## src/rtl/rewire_host_pkg.sv

```systemverilog
// Shared types and helpers for the ReWire stream host.
// Holds the host FSM states, default FIFO pointer geometry and a saturating counter step.
package rewire_host_pkg;

    typedef enum logic [1:0] {
        DEV_RST = 2'd0,
        RUN     = 2'd1,
        HALTED  = 2'd2
    } state_t;

    localparam int FIFO_DEPTH_DEF = 4;
    localparam int PTR_W_DEF      = $clog2(FIFO_DEPTH_DEF);

    // Increment a counter of width w (1..32) held in the low bits of v; it sticks at all-ones.
    function automatic logic [31:0] sat_inc(input logic [31:0] v, input int unsigned w);
        logic [31:0] max_val;
        max_val = (w >= 32) ? 32'hFFFF_FFFF : ((32'd1 << w) - 32'd1);
        return (v == max_val) ? v : v + 32'd1;
    endfunction

endpackage

```

## src/rtl/rewire_host_fifo.sv

```systemverilog
// Synchronous capture FIFO for device output bytes.
// Push-while-full is accepted only when a pop happens in the same cycle; the parent decides drops.
module rewire_host_fifo #(
    parameter int DATA_W = 8,
    parameter int DEPTH  = 4
) (
    input  logic              clk,
    input  logic              rst,
    input  logic              flush,
    input  logic              push,
    input  logic              pop,
    input  logic [DATA_W-1:0] wdata,
    output logic              full,
    output logic              empty,
    output logic [DATA_W-1:0] head
);
    localparam int PTR_W = $clog2(DEPTH);

    logic [PTR_W:0]      wr_ptr;
    logic [PTR_W:0]      rd_ptr;
    logic [DATA_W-1:0]   mem [DEPTH];
    logic                do_push;
    logic                do_pop;

    // Pointers carry an extra wrap bit so equal indices can mean either empty or full.
    assign empty   = (wr_ptr == rd_ptr);
    assign full    = (wr_ptr[PTR_W] != rd_ptr[PTR_W]) &&
                     (wr_ptr[PTR_W-1:0] == rd_ptr[PTR_W-1:0]);
    assign do_pop  = pop && !empty;
    assign do_push = push && (!full || do_pop);
    assign head    = mem[rd_ptr[PTR_W-1:0]];

    always_ff @(posedge clk or posedge rst) begin
        if (rst) begin
            wr_ptr <= '0;
            rd_ptr <= '0;
        end else if (flush) begin
            wr_ptr <= '0;
            rd_ptr <= '0;
        end else begin
            if (do_push) wr_ptr <= wr_ptr + 1'b1;
            if (do_pop)  rd_ptr <= rd_ptr + 1'b1;
        end
    end

    always_ff @(posedge clk) begin
        if (do_push && !flush) mem[wr_ptr[PTR_W-1:0]] <= wdata;
    end

endmodule

```

## src/rtl/rewire_stream_host.sv

```systemverilog
// Host driver for a lockstep ReWire device: turns a valid/ready byte stream into device steps
// and buffers the device output for a downstream valid/ready consumer.
module rewire_stream_host
    import rewire_host_pkg::*;
#(
    parameter int                DATA_W     = 8,
    parameter int                FIFO_DEPTH = FIFO_DEPTH_DEF,
    parameter logic [DATA_W-1:0] IDLE_BYTE  = '0,
    parameter int                CNT_W      = 16
) (
    input  logic              clk,
    input  logic              rst,
    input  logic              restart,
    input  logic              s_valid,
    input  logic [DATA_W-1:0] s_data,
    output logic              s_ready,
    output logic              dev_rst,
    output logic [DATA_W-1:0] dev_in,
    input  logic [DATA_W-1:0] dev_out,
    input  logic              dev_continue,
    output logic              m_valid,
    output logic [DATA_W-1:0] m_data,
    input  logic              m_ready,
    output logic              done,
    output logic [CNT_W-1:0]  step_cnt,
    output logic [CNT_W-1:0]  overflow_cnt
);
    state_t state;
    state_t state_nxt;

    logic valid_step;
    logic fifo_full;
    logic fifo_empty;
    logic fifo_pop;
    logic fifo_push;
    logic drop;

    always_ff @(posedge clk or posedge rst) begin
        if (rst) state <= DEV_RST;
        else     state <= state_nxt;
    end

    // restart outranks a same-cycle step; a step with continue low is the last one captured.
    always_comb begin
        state_nxt = state;
        case (state)
            DEV_RST: state_nxt = RUN;
            RUN: begin
                if (restart)                      state_nxt = DEV_RST;
                else if (s_valid && !dev_continue) state_nxt = HALTED;
            end
            HALTED: begin
                if (restart) state_nxt = DEV_RST;
            end
            default: state_nxt = DEV_RST;
        endcase
    end

    assign s_ready = (state == RUN);
    assign dev_rst = (state == DEV_RST);
    assign done    = (state == HALTED);
    assign dev_in  = (s_ready && s_valid) ? s_data : IDLE_BYTE;

    assign valid_step = s_valid && s_ready && !restart;
    assign fifo_pop   = m_valid && m_ready;
    assign drop       = valid_step && fifo_full && !fifo_pop;
    assign fifo_push  = valid_step && !drop;
    assign m_valid    = !fifo_empty;

    rewire_host_fifo #(
        .DATA_W (DATA_W),
        .DEPTH  (FIFO_DEPTH)
    ) u_fifo (
        .clk   (clk),
        .rst   (rst),
        .flush (restart),
        .push  (fifo_push),
        .pop   (fifo_pop),
        .wdata (dev_out),
        .full  (fifo_full),
        .empty (fifo_empty),
        .head  (m_data)
    );

    always_ff @(posedge clk or posedge rst) begin
        if (rst) begin
            step_cnt     <= '0;
            overflow_cnt <= '0;
        end else if (restart) begin
            step_cnt     <= '0;
            overflow_cnt <= '0;
        end else begin
            if (valid_step) step_cnt     <= CNT_W'(sat_inc(32'(step_cnt), CNT_W));
            if (drop)       overflow_cnt <= CNT_W'(sat_inc(32'(overflow_cnt), CNT_W));
        end
    end

endmodule

```

## config.mk

```make
export PLATFORM = sky130hd
export DESIGN_NAME = rewire_stream_host
export DESIGN_NICKNAME = d
export VERILOG_FILES = /design/src/rtl/rewire_host_pkg.sv /design/src/rtl/rewire_host_fifo.sv /design/src/rtl/rewire_stream_host.sv
export SDC_FILE = /design/constraint.sdc
export NUM_CORES = 1
export LEC_CHECK = 0
export BUFFER_PORTS_ARGS = -buffer_cell sky130_fd_sc_hd__buf_2
export CORE_UTILIZATION = 25
export DETAILED_ROUTE_END_ITERATION = 10
export GPL_ROUTABILITY_DRIVEN = 0
export PLACE_DENSITY_LB_ADDON = 0.15
export SLEW_MARGIN = 25
export SYNTH_ARGS = -nofsm -noshare
export SYNTH_HDL_FRONTEND = slang
export SYNTH_SLANG_ARGS = --single-unit
```

## constraint.sdc

```tcl
create_clock -name clk -period 5.7 [get_ports clk]
set_input_delay 0.285 -clock clk [delete_from_list [all_inputs] [get_ports clk]]
set_output_delay 0.285 -clock clk [all_outputs]
set_load 0.1 [all_outputs]
```

==> metrics.yaml, run 1 <==
clocking:
  clk_path_buf_depth: 2
  clkSlewWorstSetupHoldPaths_ns: 0.06
  clock_latency_ns: 0.34
  cts_resized: 0
  cts_buffers: 9
  cts_hold_buf: 0
  cts_tree: "done"
  cts_max_level: 3
  cts.sinks: 72
  postCtsSetupBuffers: 0
  root_buffer: "clkbuf_16"
routing:
  via_per_inst: 4.55
  drc: 0
  post_drt_wl_per_cell_um: 14.6
  detail-route-antenna-nets: 0
  drt-initial-drc-count: 172
  firstDrtPassIters: 5
  via_count: 2464
  wirelength_mm: 7.92
sta:
  fmax_mhz: 343
  rsz0062_at_grt: "no"
  finalHoldViolCount: 0
  finalSetupTns_ns: 0
  fin_crit_sh_pct: 51.2
  slew_headroom_pct: 43.2
  fin_crit_ns: 2.92
  setup_violations: 0
  skew_ns: 0.00661
  worst_slew_pin_slew_ns: 0.852
  slew_viol_final: 0
  final.setup.worst_slack_ns: 2.78
synth:
  synth_top_area_share_pct: 29.1
  yosysTopAreaCell: "dfrtp_1"
  syn_inst: 287
  synth_seq_area_share_pct: 57.0
  synth.most_common_cell: "dfrtp_1"
  yosysWarnings: 0
  synth_top_cells_by_area: "dfrtp_1, edfxtp_1, mux4_2"
  synth_commonest_cells: "dfrtp_1, edfxtp_1, nor2_1"
  synth_nets: 316
  avgSynthCellArea_um2: 12.0
  syn-cell-area_um2: 3440
  async_flop_share_pct: 55.6
  yosysUniqueCellTypes: 43
  synth-edff-count: 32
  ys.flop_type: "dfrtp_1"
  ys_ff_latch: 72
floorplanning:
  num_rows: 42
  die_area_um2: 14200
  start_util_pct: 25.8
  die_w_um: 119
  coreArea_um2: 13300
  die_h_um: 119
  ios: 74
global_route:
  track_usage_pct: 12.1
  grt_pass1_vias: 2421
  grt_max_degree: 43
  overflow: 0
  grt_pass1_wl_mm: 12.9
  antenna_found_initial: 0
worst_hold_path:
  hold_path.class: "in -> async"
layout:
  syn_to_final_growth_pct: 23.6
  finalCoreUtilization_pct: 31.9
  fin_area_um2: 4250
  nets: 390
  drive_gt1_share_pct: 28.4
  layoutNonFillerInstCount: 542
  n_antenna_cell: 0
placed_design:
  dp_cells: 526
  placed_area_um2: 3980
  dpl.hpwl_mm: 5.24
  io_buffers: 73
  place_ws_ns: 2.78
critical_path:
  path_class: "reg -> reg"
  crit_arrival_ns: 3.17
  rr_worst_depth: 5
  worst-path-max-fanout: 12
  worstSetupStartpointType: "register"
  critPathCaptureType: "register"
  worstPathRequired_ns: 5.96
power:
  p_leak_uw: 0.00175
  ir_worst_vdd_mv: 0.184
  powerDensity_nw_per_um2: 340
outcome:
  status: "finished clean"
flow_run:
  drv_cap: 0
metrics by stage:
step / hold WS (ns) / power (µW)
final: 0.0868 / 1450
after floorplan: 0.384 / 879
after CTS: 0.116 / 1470
after global routing: 0.148 / 1510
after global placement: 0.476 / 931
after detailed placement: 0.481 / 933
path summary, 6_finish.rpt:
kind | from | to | slack [ns]
worst max-delay path | u_fifo.rd_ptr[0] | overflow_cnt[7] | 2.78
worst min-delay path | rst | u_fifo.rd_ptr[0] | 0.09
max in group asynchronous | rst | step_cnt[6] | 5.23
worst max register to register | u_fifo.rd_ptr[0] | overflow_cnt[7] | 2.78
min in group clk | dev_out[0] | u_fifo.mem[0][0] | 0.16
worst min register to register | state[1] | state[0] | 0.52
power by group:
group,internal (µW),switching (µW)
logic,72.0,265
clock network,297,230
registers,557,24.9
critical path, stage by stage, from the launching register on:
cell	delay (ns)
dfrtp_1	0.77
xnor2_1	0.21
nand4b_1	0.51
or3_1	0.68
or4_1	0.51
a21oi_1	0.14
area by class of cell:
type	instances	area, µm²
timing repair buffer	75	380
sequential	72	1960
clock buffer	10	229
inverter	7	26.3
clock inverter	6	46.3
fill	1412	9090
tap	176	220
multi-input combinational	196	1390
metal layers:
metal	GRT usage, %	up-vias	part of all wire [%]
met5	0	-	0
met4	3.98	0	1.8
met3	4.45	8	4.6
met2	18.6	69	46
met1	15.6	1197	48
li1	-	1190	-
logic make-up after synthesis:
logic type / count (synthesis) / share of synthesized area, %
simple gates: 121 / 19.5
compound gates: 30 / 5.27
xor+xnor: 26 / 6.62
flops: 72 / 57.0
buf+inv: 19 / 2.62
fa+ha+maj: 7 / 2.55
mux: 12 / 6.44
placed cells by master (no fill, tap or decap), types with 7 or more instances in the layout:
cell type  count
buf_2         73
dfrtp_1       40
edfxtp_1      32
nor2_1        31
nand2_1       20
xnor2_1       19
a21oi_1       13
and2_1        12
nand3_1        9
clkbuf_16      9
o21ai_0        8
nor4_1         8
mux4_2         8
xor2_1         7
or3_1          7
inv_1          7
nor3_1         7
ha_1           7
flip-flops by register name (all words and copies together) (netlist names):
signal and cells:
overflow_cnt 16, u_fifo.rd_ptr 3, state 2, u_fifo.wr_ptr 3
step_cnt 16, u_fifo.mem 32
Note: power is estimated with default switching activity, not from simulation.
==> run 2: changes to the inputs <==
Clock period 5.7 ns to 2.4 ns, I/O delays scaled along.
==> metrics.yaml, run 2 (synthesis gave the netlist of run 1 again) <==
outcome:
  status: "finished clean"
sta:
  fmax_mhz: 451  # +31%
  fin_crit_sh_pct: 92.5  # +41 points
  slew_viol_final: 0  # unchanged
  finalHoldViolCount: 0  # unchanged
  slew_headroom_pct: 44.5  # +1.3 points
  skew_ns: 0.00442  # -0.00219 ns
  fin_crit_ns: 2.22  # -0.697 ns
  whs_ns: 0.0188  # -0.0680 ns
  final.setup.worst_slack_ns: 0.181  # -2.60 ns
  setup_violations: 0  # unchanged
  worst_slew_pin_slew_ns: 0.832  # -0.0206 ns
  rsz0062_at_grt: "no"
global_route:
  track_usage_pct: 12.3  # +0.21 points
  antenna_found_initial: 0  # unchanged
  grt_max_degree: 25  # -42%
  overflow: 0  # unchanged
  grt_pass1_wl_mm: 13.1  # +1.1%
  grt_pass1_vias: 2501  # +3.3%
routing:
  drt-initial-drc-count: 94  # -45%
  wirelength_mm: 7.96  # +0.49%
  firstDrtPassIters: 4  # -1
  post_drt_wl_per_cell_um: 14.2  # -2.7%
  drc: 0  # unchanged
  via_count: 2527  # +2.6%
  via_per_inst: 4.51  # -0.74%
  detail-route-antenna-nets: 0  # unchanged
placed_design:
  dp_cells: 538  # +2.3%
  place_ws_ns: 0.172  # -2.61 ns
  dpl.hpwl_mm: 5.58  # +6.4%
  io_buffers: 73  # unchanged
flow_run:
  drv_cap: 0  # unchanged
floorplanning:
  die_area_um2: 14200  # unchanged
  ios: 74  # unchanged
  start_util_pct: 25.8  # unchanged
  coreArea_um2: 13300  # unchanged
  num_rows: 42  # unchanged
  die_w_um: 119  # unchanged
  die_h_um: 119  # unchanged
power:
  powerDensity_nw_per_um2: 793  # +130%
  ir_worst_vdd_mv: 0.314  # +71%
  design_power_total_uw: 3550  # +150%
  intPower_uw: 2330  # +150%
  swShare_pct: 34.4  # -1.5 points
  p_leak_uw: 0.00182  # +3.8%
  pwr-share-clk_pct: 37.5  # +1.1 points
  seq_power_share_pct: 38.0  # -2.2 points
  combPwrFrac_pct: 24.5  # +1.2 points
  p_sw_uw: 1220  # +140%
critical_path:
  path_cells: "ha_4, and4_4, and4_1, or3_1, or4_1, a21oi_1"
  r2r_slack_ns: 0.18  # -2.60 ns
  path_class: "reg -> reg"
  critPathCaptureType: "register"
  worst-path-max-fanout: 7  # -5
  worstPathRequired_ns: 2.65  # -3.31 ns
  critPathMaxStageDelay_ns: 0.51  # -0.26 ns
  cp_slowest_cell: "dfrtp_4"
  worstSetupStartpointType: "register"
  crit_arrival_ns: 2.47  # -0.70 ns
layout:
  n_antenna_cell: 0  # unchanged
  drive_gt1_share_pct: 35.9  # +7.5 points
  final_common_cell: "buf_2"
  layoutNonFillerInstCount: 560  # +3.3%
  n_fill_cell: 1378  # -2.4%
  nets: 409  # +4.9%
  mostFrequentLayoutCells: "buf_2, edfxtp_1, nor2_1"
  finalCoreUtilization_pct: 33.5  # +1.7 points
  syn_to_final_growth_pct: 30.1
  largest_reg_flops: 32  # unchanged
clocking:
  clock_latency_ns: 0.33  # about the same
  cts_resized: 0  # unchanged
  cts_max_level: 3  # unchanged
  clkSlewWorstSetupHoldPaths_ns: 0.06  # about the same
  cts.sinks: 72  # unchanged
  cts_buffers: 9  # unchanged
  cts_tree: "done"
  clk_path_buf_depth: 2  # unchanged
  root_buffer: "clkbuf_16"
worst_hold_path:
  hold_path.class: "in -> reg"
run 2: changes by cell type in the layout (fill, tap and decap cells not counted), moves of 2 or more:
cell / before / now
dfrtp_2: 0 / 19
dlygate4sd3_1: 0 / 7
clkinvlp_4: 2 / 0
buf_4: 2 / 14
dfrtp_1: 40 / 19
dfrtp_4: 0 / 2
run 2: power by group through the flow:
stage	combinational, µW	clock, µW	sequential [µW]
3_3_place_gp	863	0	1370
3_5_place_dp	869	0	1370
5_1_grt	913	1430	1350
2_1_floorplan	694	0	1400
4_1_cts	880	1380	1350
6_report	870	1330	1350
run 2: final timing paths:
path,cells after the start,to,start
min in group asynchronous,3,overflow_cnt[8],rst
max reg2reg,6,overflow_cnt[7],overflow_cnt[0]
max,6,overflow_cnt[7],overflow_cnt[0]
max in group asynchronous,4,step_cnt[4],rst
min reg2reg,1,state[0],state[1]
min,1,u_fifo.mem[3][5],dev_out[5]
run 2: through the flow:
stage          instance area [µm²]  setup TNS, ns
3_5_place_dp                  4110              0
3_3_place_gp                  4110              0
5_1_grt                       4480              0
2_1_floorplan                 3490        -0.0159
4_1_cts                       4480              0
6_report                      4480              0
run 2: area by class of cell:
class	count	area, µm²	area share (%)
timing repair buffer	94	541	12.1
clock inverter	6	70.1	1.57
clock buffer	9	225	5.03
multi-input combinational	196	1400	31.3
sequential	72	1990	44.5
tap	176	220	4.92
inverter	7	26.3	0.587
run 2: per-layer routing:
layer  GRT usage (%)  vias to the layer above  share of wire [%]
met5               0                        -                  0
met4            4.22                        0                1.2
met3            4.79                        6                5.9
met2            19.1                       73                 46
met1            15.5                     1214                 47
li1                -                     1234                  -
run 2: repair_timing:
action                                  4_1_cts  5_1_grt
endpoints found under the setup margin        0        0
hold buffers                                  7        0
buffers inserted                              0        0
endpoints found under the hold margin        43        0
run 2: worst max-delay path, delay by kind of cell (launching register included):
kind | cells | cell delay, ns
simple gates | 4 | 1.31
compound gates | 1 | 0.14
fa+ha+maj | 1 | 0.18
flops | 1 | 0.51
